$ cat src/rtl/hazard_stall_controller.sv
// hazard_stall_controller: load-use bubbles, branch flushes and memory-wait freezes for the 5-stage pipe
module hazard_stall_controller #(
    parameter int FLUSH_CYCLES = 1,
    parameter int MEM_TIMEOUT  = 15,
    parameter int CNT_W        = 16
) (
    input  logic             clk,
    input  logic             rst,
    input  logic [4:0]       id_rs,
    input  logic [4:0]       id_rt,
    input  logic             id_uses_rt,
    input  logic             ex_mem_read,
    input  logic [4:0]       ex_write_adress,
    input  logic             branch_taken,
    input  logic             mem_req,
    input  logic             mem_ready,
    output logic             pc_write,
    output logic             ifid_write,
    output logic             ifid_flush,
    output logic             idex_bubble,
    output logic             pipe_freeze,
    output logic             mem_timeout,
    output logic [CNT_W-1:0] stall_cycles,
    output logic [1:0]       state
);
    typedef enum logic [1:0] {RUN = 2'd0, MEM_WAIT = 2'd1, FLUSH = 2'd2} state_t;

    localparam logic [3:0] FRELOAD = 4'(FLUSH_CYCLES - 1);
    localparam logic [7:0] WMAX    = 8'(MEM_TIMEOUT);

    state_t     cur, nxt;
    logic [3:0] fcnt, fcnt_n;
    logic [7:0] wcnt, wcnt_n;
    logic       to_n, load_use, mem_stall;

    assign load_use  = ex_mem_read && ex_write_adress != 5'd0 &&
                       (ex_write_adress == id_rs || (id_uses_rt && ex_write_adress == id_rt));
    assign mem_stall = mem_req && !mem_ready;
    assign state     = cur;

    always_comb begin
        pc_write    = 1'b1;
        ifid_write  = 1'b1;
        ifid_flush  = 1'b0;
        idex_bubble = 1'b0;
        pipe_freeze = 1'b0;
        nxt         = cur;
        fcnt_n      = fcnt;
        wcnt_n      = wcnt;
        to_n        = mem_timeout;
        case (cur)
            RUN: begin
                if (mem_stall) begin
                    pipe_freeze = 1'b1;
                    pc_write    = 1'b0;
                    ifid_write  = 1'b0;
                    nxt         = MEM_WAIT;
                    wcnt_n      = 8'd1;
                end else if (branch_taken) begin
                    ifid_flush = 1'b1;
                    if (FLUSH_CYCLES > 1) begin
                        nxt    = FLUSH;
                        fcnt_n = FRELOAD;
                    end
                end else if (load_use) begin
                    pc_write    = 1'b0;
                    ifid_write  = 1'b0;
                    idex_bubble = 1'b1;
                end
            end
            MEM_WAIT: begin
                if (mem_ready) begin
                    nxt    = RUN;
                    wcnt_n = 8'd0;
                end else begin
                    pipe_freeze = 1'b1;
                    pc_write    = 1'b0;
                    ifid_write  = 1'b0;
                    if (wcnt == WMAX) begin
                        nxt    = RUN;
                        wcnt_n = 8'd0;
                        to_n   = 1'b1;
                    end else begin
                        wcnt_n = wcnt + 8'd1;
                    end
                end
            end
            FLUSH: begin
                if (mem_stall) begin
                    pipe_freeze = 1'b1;
                    pc_write    = 1'b0;
                    ifid_write  = 1'b0;
                    nxt         = MEM_WAIT;
                    wcnt_n      = 8'd1;
                    fcnt_n      = 4'd0;
                end else begin
                    ifid_flush = 1'b1;
                    if (branch_taken) begin
                        fcnt_n = FRELOAD;
                    end else begin
                        fcnt_n = fcnt - 4'd1;
                        if (fcnt == 4'd1) nxt = RUN;
                    end
                end
            end
            default: nxt = RUN;
        endcase
        // while held in reset the pipe sees plain defaults whatever the inputs
        if (!rst) begin
            pc_write    = 1'b1;
            ifid_write  = 1'b1;
            ifid_flush  = 1'b0;
            idex_bubble = 1'b0;
            pipe_freeze = 1'b0;
        end
    end

    always_ff @(posedge clk or negedge rst) begin
        if (!rst) begin
            cur          <= RUN;
            fcnt         <= 4'd0;
            wcnt         <= 8'd0;
            mem_timeout  <= 1'b0;
            stall_cycles <= '0;
        end else begin
            cur         <= nxt;
            fcnt        <= fcnt_n;
            wcnt        <= wcnt_n;
            mem_timeout <= to_n;
            if (!pc_write && stall_cycles != '1) stall_cycles <= stall_cycles + 1'b1;
        end
    end
endmodule

$ cat config.mk
export PLATFORM = sky130hd
export DESIGN_NAME = hazard_stall_controller
export DESIGN_NICKNAME = d
export VERILOG_FILES = /design/src/rtl/hazard_stall_controller.sv
export SDC_FILE = /design/constraint.sdc
export NUM_CORES = 1
export LEC_CHECK = 0
export CORE_MARGIN = 4
export CORE_UTILIZATION = 46
export DETAILED_ROUTE_END_ITERATION = 8
export PLACE_DENSITY = 0.82
export RECOVER_POWER = 25
export SLEW_MARGIN = 5
export SYNTH_ARGS = -nofsm -noshare
export SYNTH_HDL_FRONTEND = slang
export SYNTH_SLANG_ARGS = --single-unit
$ cat constraint.sdc
create_clock -name clk -period 2.71 [get_ports clk]
set_clock_uncertainty 0.15 [all_clocks]
set_input_delay 0.542 -clock clk [delete_from_list [all_inputs] [get_ports clk]]
set_output_delay 0.542 -clock clk [all_outputs]
set_load 0.02 [all_outputs]
==> flow_metrics.tcl, run 1 <==
set metrics [dict create \
    post-route-period-util_pct 99.80 \
    cts_root_buffer "clkbuf_4" \
    vias 1356 \
    min_to "stall_cycles[5]" \
    cp.required_ns 2.02 \
    grt_pass1_wl_mm 6.637 \
    comb_power_share_pct 33.3 \
    worstHoldStart "stall_cycles[5]" \
    ys.flop_type "dfrtp_1" \
    clkPwrFrac_pct 19.3 \
    fin_area_um2 2113 \
    synthTopCellsByCount "dfrtp_1, nand2_1, xnor2_1, xor2_1, and3_1" \
    yosys_warnings 0 \
    ys_ff_latch 26 \
    core.rowCount 20 \
    p_switching_w 0.0003394 \
    p_int_w 0.0006917 \
    cp.arrival_ns 2.01 \
    total_power_w 0.001031 \
    numCtsBuffers 3 \
    place_hpwl_mm 2.989 \
    finalNetCount 234 \
    vdd_ir_drop_max_v 0.0004863 \
    grt-ovfl-total 0 \
    clk_pin_slew_worst_paths_ns 0.14 \
    placed_area_um2 2023 \
    rsz0062_at_grt "true" \
    grt_max_degree 27 \
    rrSetupSlack_ns 0.49 \
    routabilityCongestion 0.8308 \
    die_y_um 63.95 \
    first_global_vias 1438 \
    wirelength_mm 3.936 \
    synth.most_common_cell "dfrtp_1" \
    h-tree-depth 1 \
    drtPass1Iterations 4 \
    endpoint_kind "output port" \
    r2r-start "stall_cycles[0]" \
    synth_fp_nets 171 \
    min_path_cells 1 \
    syn_avg_cell_area_um2 9.797 \
    start_util_pct 47.56 \
    crit_type "in2out" \
    track_usage_pct 20.36 \
    p_leak_nw 0.9233 \
    hold_path_class "reg2reg" \
    hold_viol_final 0 \
    drt-wirelength-per-cell_um 15.56 \
    area_growth_pct 46.74 \
    power_density_nw_per_um2 487.9 \
    die_w_um 63.95 \
    worstSkewPairLatency_ns 0.33 \
    die_area_um2 4090 \
    seqPwrFrac_pct 47.5 \
    synthArstFlopShare_pct 100.0 \
    cts_tree "done" \
    drc_errors 0 \
    synthTopCellsByArea "dfrtp_1, xnor2_1, xor2_1, and3_1, nand2_1" \
    drtIter0Drc 60 \
    fmax_ghz 0.3698 \
    period_needed_ns 2.704 \
    vias_per_cell 5.360 \
    status "finished clean" \
    swShare_pct 32.91 \
    synth-edff-count 0 \
    holdWs_ns 0.3588 \
    post-place-ws_ns -0.6139 \
    yosysSeqAreaShare_pct 45.18 \
    drive_above_1_share_pct 16.27 \
    cts.sinks 26 \
    netlist_area_um2 1440 \
    antenna_found_initial 0 \
    yosys.area.top_type_share_pct 45.18 \
    rr_worst_depth 6 \
    core_um2 3028 \
    antenna_left 0 \
    finalMaxSlewViolations 0 \
    tightest_slew_ns 1.387 \
    io-pin-count 46 \
    relSlewSlack_pct 7.511 \
    place.port_buffers 44 \
    drv_cap 0 \
    timing.final.ws_setup_ns 0.005529 \
    worstSetupStartpointType "input port" \
    crit_fanout 3 \
    setup_violations 0 \
    num_antenna_cells 0 \
    clock_path_buffers 2 \
    reg2reg_to "stall_cycles[1]" \
    cts_hold_buf 0 \
    cp-startpoint "id_rt[1]" \
    synthCells 147 \
    synthDistinctLibCells 36 \
    synth.largest_area_cell "dfrtp_1" \
]
==> cells by family (layout without fill, tap and decap cells) <==
| family | count (synthesis) | count (layout) | share of synthesized area (%) |
|---|---|---|---|
| buf+inv | 5 | 67 | 2.345 |
| simple gates | 64 | 64 | 23.89 |
| flops | 26 | 26 | 45.18 |
| other cells | 1 | 1 | 0.2604 |
| xor+xnor | 26 | 26 | 15.81 |
| fa+ha+maj | 2 | 2 | 1.737 |
| mux | 1 | 1 | 0.7819 |
| compound gates | 22 | 22 | 9.992 |
==> metal layers <==
| metal | vias to the layer above | share of wire (%) | wire length, µm | GRT usage [%] |
|---|---|---|---|---|
| met2 | 46 | 52 | 2032 | 35.48 |
| met3 | 4 | 5.9 | 231 | 4.745 |
| met4 | 0 | 1.0 | 41 | 5.930 |
| met1 | 661 | 41 | 1630 | 24.80 |
| li1 | 645 | - | - | - |
| met5 | - | 0 | 0 | 0 |
==> flip-flops by register name (all words and copies together), names as in the netlist <==
| signal | count |
|---|---|
| state | 1 |
| wcnt | 8 |
| stall_cycles | 16 |
| mem_timeout | 1 |
==> layout by cell type, fill, tap and decap left out, types with 2 or more instances in the layout <==
| cell type | count |
|---|---|
| dlygate4sd2_1 | 5 |
| o21ai_2 | 2 |
| o22ai_1 | 2 |
| nand3_1 | 9 |
| buf_2 | 2 |
| clkbuf_4 | 3 |
| nand2_1 | 14 |
| and3_1 | 11 |
| clkdlybuf4s50_1 | 34 |
| buf_4 | 16 |
| nand2b_1 | 2 |
| dfrtp_1 | 26 |
| and4_1 | 3 |
| xor2_1 | 12 |
| a311o_1 | 2 |
| nor2_1 | 7 |
| nand4_1 | 4 |
| ha_1 | 2 |
| o21ai_1 | 6 |
| nor2b_1 | 4 |
| a21oi_1 | 2 |
| xnor2_1 | 14 |
==> repair_timing <==
| action | in CTS | in global routing |
|---|---|---|
| pin swaps | 5 | 1 |
| setup endpoints to repair | 5 | 4 |
| resized for setup | 25 | 6 |
| buffers inserted | 2 | 2 |
==> power groups by stage <==
| stage | clock, W | sequential, W | combinational, W |
|---|---|---|---|
| after floorplan | 0 | 0.000533 | 0.000112 |
| after global placement | 0 | 0.000491 | 0.000324 |
| after detailed placement | 0 | 0.000497 | 0.000335 |
| after CTS | 0.000207 | 0.000490 | 0.000338 |
| after global routing | 0.000226 | 0.000501 | 0.000372 |
| final | 0.000199 | 0.000489 | 0.000343 |
==> cell type report <==
cell class | instances | area [µm²]
Multi-Input combinational cell | 116 | 798.3
Fill cell | 237 | 914.6
Sequential cell | 26 | 650.6
Inverter | 1 | 3.754
Timing Repair Buffer | 62 | 569.3
Clock buffer | 4 | 36.28
Tap cell | 44 | 55.05
==> critical path: stages <==
cell	delay (ns)
clkdlybuf4s50_1	0.42
xor2_1	0.16
nor4_2	0.27
a32oi_2	0.20
o21ai_2	0.18
nand2_2	0.08
buf_2	0.16
==> worst max-delay path by stage <==
stage	slack, ns	to
6_report	0.006	pc_write
2_1_floorplan	0.21	pc_write
5_1_grt	-0.08	pc_write
3_3_place_gp	-0.46	pc_write
3_5_place_dp	-0.61	pc_write
4_1_cts	0.003	pc_write
==> through the flow <==
stage / utilization [%] / cells / setup TNS, ns
2_1_floorplan: - / 147 / 0
3_3_place_gp: 66.82 / 245 / -1.655
3_5_place_dp: 66.82 / 245 / -3.264
4_1_cts: 68.55 / 251 / 0
5_1_grt: 69.79 / 253 / -0.1318
6_report: 69.79 / 253 / 0
Note: power is estimated with default switching activity, not from simulation.
==> inputs of run 2 (changes only) <==
Settings changed: SKIP_CTS_REPAIR_TIMING from default to 1.
==> run 2 against run 1 <==
Core utilization grew 0.29 points. Sequential share of layout area shrank 0.13 points. Clock power is essentially flat. Cell area grew 0.41%. Register-to-register slack is essentially flat. Final cell count shrank 0.79%. Flip-flop and latch count is the same. Global-route usage shrank 0.075 points. Combinational power is essentially flat. Worst setup slack gained 0.029 ns. Sequential power is essentially flat. Via count shrank 1.7%. Critical path type unchanged.
==> flow_metrics.tcl, run 2 (same netlist as run 1, synthesis figures left out) <==
set metrics [dict create \
    antenna_found_initial 0 \
    finalMaxSlewViolations 0 \
    worstSetupStartpointType "input port" \
    largest-register "stall_cycles" \
    final_cell_mix "clkdlybuf4s50_1, dfrtp_1, nand2_1" \
    final_common_cell "clkdlybuf4s50_1" \
    crit_fanout 3 \
    clk_pin_slew_worst_paths_ns 0.14 \
    cts.sinks 26 \
    post-place-ws_ns -0.6139 \
    vias 1333 \
    routabilityCongestion 0.8308 \
    drc_errors 0 \
    rr_worst_depth 8 \
    met1_usage_pct 24.80 \
    core_um2 3028 \
    h-tree-depth 1 \
    clock_path_buffers 2 \
    tightest_slew_ns 1.373 \
    fin_area_um2 2122 \
    antenna_left 0 \
    fillers 237 \
    place.port_buffers 44 \
    place_hpwl_mm 2.989 \
    numCtsBuffers 3 \
    status "finished clean" \
    cp.buffers_inverters 2 \
    p_leak_nw 0.9888 \
    first_global_vias 1408 \
    start_util_pct 47.56 \
    drive_above_1_share_pct 14.98 \
    crit_type "in2out" \
    cp.depth 7 \
    drt-wirelength-per-cell_um 16.06 \
    cp_cell_sequence "clkdlybuf4s50_1 -> xor2_1 -> nor2_1 -> a32oi_2 -> o21ai_2 -> nand2_1 -> buf_2" \
    slowest_stage "clkdlybuf4s50_1" \
    post-route-period-util_pct 98.71 \
    total_power_w 0.001030 \
    die_area_um2 4090 \
    fmax_ghz 0.3738 \
    drv_cap 0 \
    grt.met2_usage_pct 36.00 \
    drtIter0Drc 56 \
    track_usage_pct 20.28 \
    cp.arrival_ns 1.98 \
    cp_slowest_stage_delay_ns 0.53 \
    worstSkewPairLatency_ns 0.33 \
    holdWs_ns 0.3587 \
    relSlewSlack_pct 8.468 \
    endpoint_kind "output port" \
    finalNetCount 232 \
    hold_viol_final 0 \
    cp.required_ns 2.02 \
    die_y_um 63.95 \
    hold_path_class "reg2reg" \
    drtPass1Iterations 5 \
    min_path_cells 1 \
    timing.final.ws_setup_ns 0.03487 \
    num_antenna_cells 0 \
    power_density_nw_per_um2 485.5 \
    grtUsageMet3_pct 4.394 \
    vdd_ir_drop_max_v 0.0004867 \
    cpLargestDelayFamily "buffers and inverters" \
    period_needed_ns 2.675 \
    top_regs "stall_cycles: 16 flops, wcnt: 8 flops" \
    area_growth_pct 47.35 \
    setup_violations 0 \
    cts_tree "done" \
    largest_register_ffs 16 \
    core.rowCount 20 \
    grt-ovfl-total 0 \
    io-pin-count 46 \
    grt_max_degree 27 \
    rsz0062_at_grt "true" \
    die_w_um 63.95 \
    wirelength_mm 4.030 \
    placed_area_um2 2023 \
    grt_pass1_wl_mm 6.589 \
    grt.busiest_layer "met2" \
    cts_root_buffer "clkbuf_4" \
    vias_per_cell 5.311 \
]
run 2: cell count changes in the layout (fill, tap and decap cells not counted):
cell,previous run,this run
buf_4,16,14
clkdlybuf4s15_1,1,0
clkdlybuf4s50_1,34,32
dlygate4sd2_1,5,0
dlymetal6s2s_1,0,8
nand2_1,14,15
nand2_2,1,0
run 2: area by class of cell:
| class | instances | area [µm²] | area share, % |
|---|---|---|---|
| Clock buffer | 4 | 36.28 | 1.710 |
| Timing Repair Buffer | 60 | 580.6 | 27.36 |
| Sequential cell | 26 | 650.6 | 30.66 |
| Multi-Input combinational cell | 116 | 795.8 | 37.50 |
| Tap cell | 44 | 55.05 | 2.594 |
| Inverter | 1 | 3.754 | 0.1769 |
run 2: per-stage QoR:
step	std cells	utilization, %	TNS, ns
finish	251	70.08	0
global route	251	70.08	-0.1196
CTS	249	68.02	-2.079
detailed placement	245	66.82	-3.264
global placement	245	66.82	-1.655
floorplan	147	-	0
run 2: layer usage:
layer	up-vias	wire, µm
met5	-	0
met4	0	36
met3	6	183
met2	34	2123
met1	653	1686
li1	640	-
run 2: final timing paths:
path | from | to | slack [ns]
max in group asynchronous | rst | stall_cycles[11] | 0.56
worst min-delay path | stall_cycles[5] | stall_cycles[5] | 0.36
min in group asynchronous | rst | wcnt[2] | 1.04
worst max register to register | stall_cycles[0] | stall_cycles[2] | 0.49
worst min register to register | stall_cycles[5] | stall_cycles[5] | 0.36
worst max-delay path | ex_write_adress[0] | ifid_write | 0.03
run 2: power breakdown:
group / internal [W] / switching (W) / leakage, nW
logic: 0.000176 / 0.000166 / 0.618
registers: 0.000433 / 0.0000568 / 0.350
clock network: 0.0000824 / 0.000116 / 0.0210
total: 0.000691 / 0.000340 / 0.989
run 2: worst register-to-register path: cells and delay by family, from the launching register on:
kind / cells / cell delay (ns)
flip-flops: 1 / 0.45
buffers and inverters: 2 / 0.28
AND/OR/NAND/NOR: 2 / 0.28
adder cells (fa/ha/maj): 1 / 0.26
AO/OA/AOI/OAI: 2 / 0.56
XOR/XNOR: 1 / 0.13
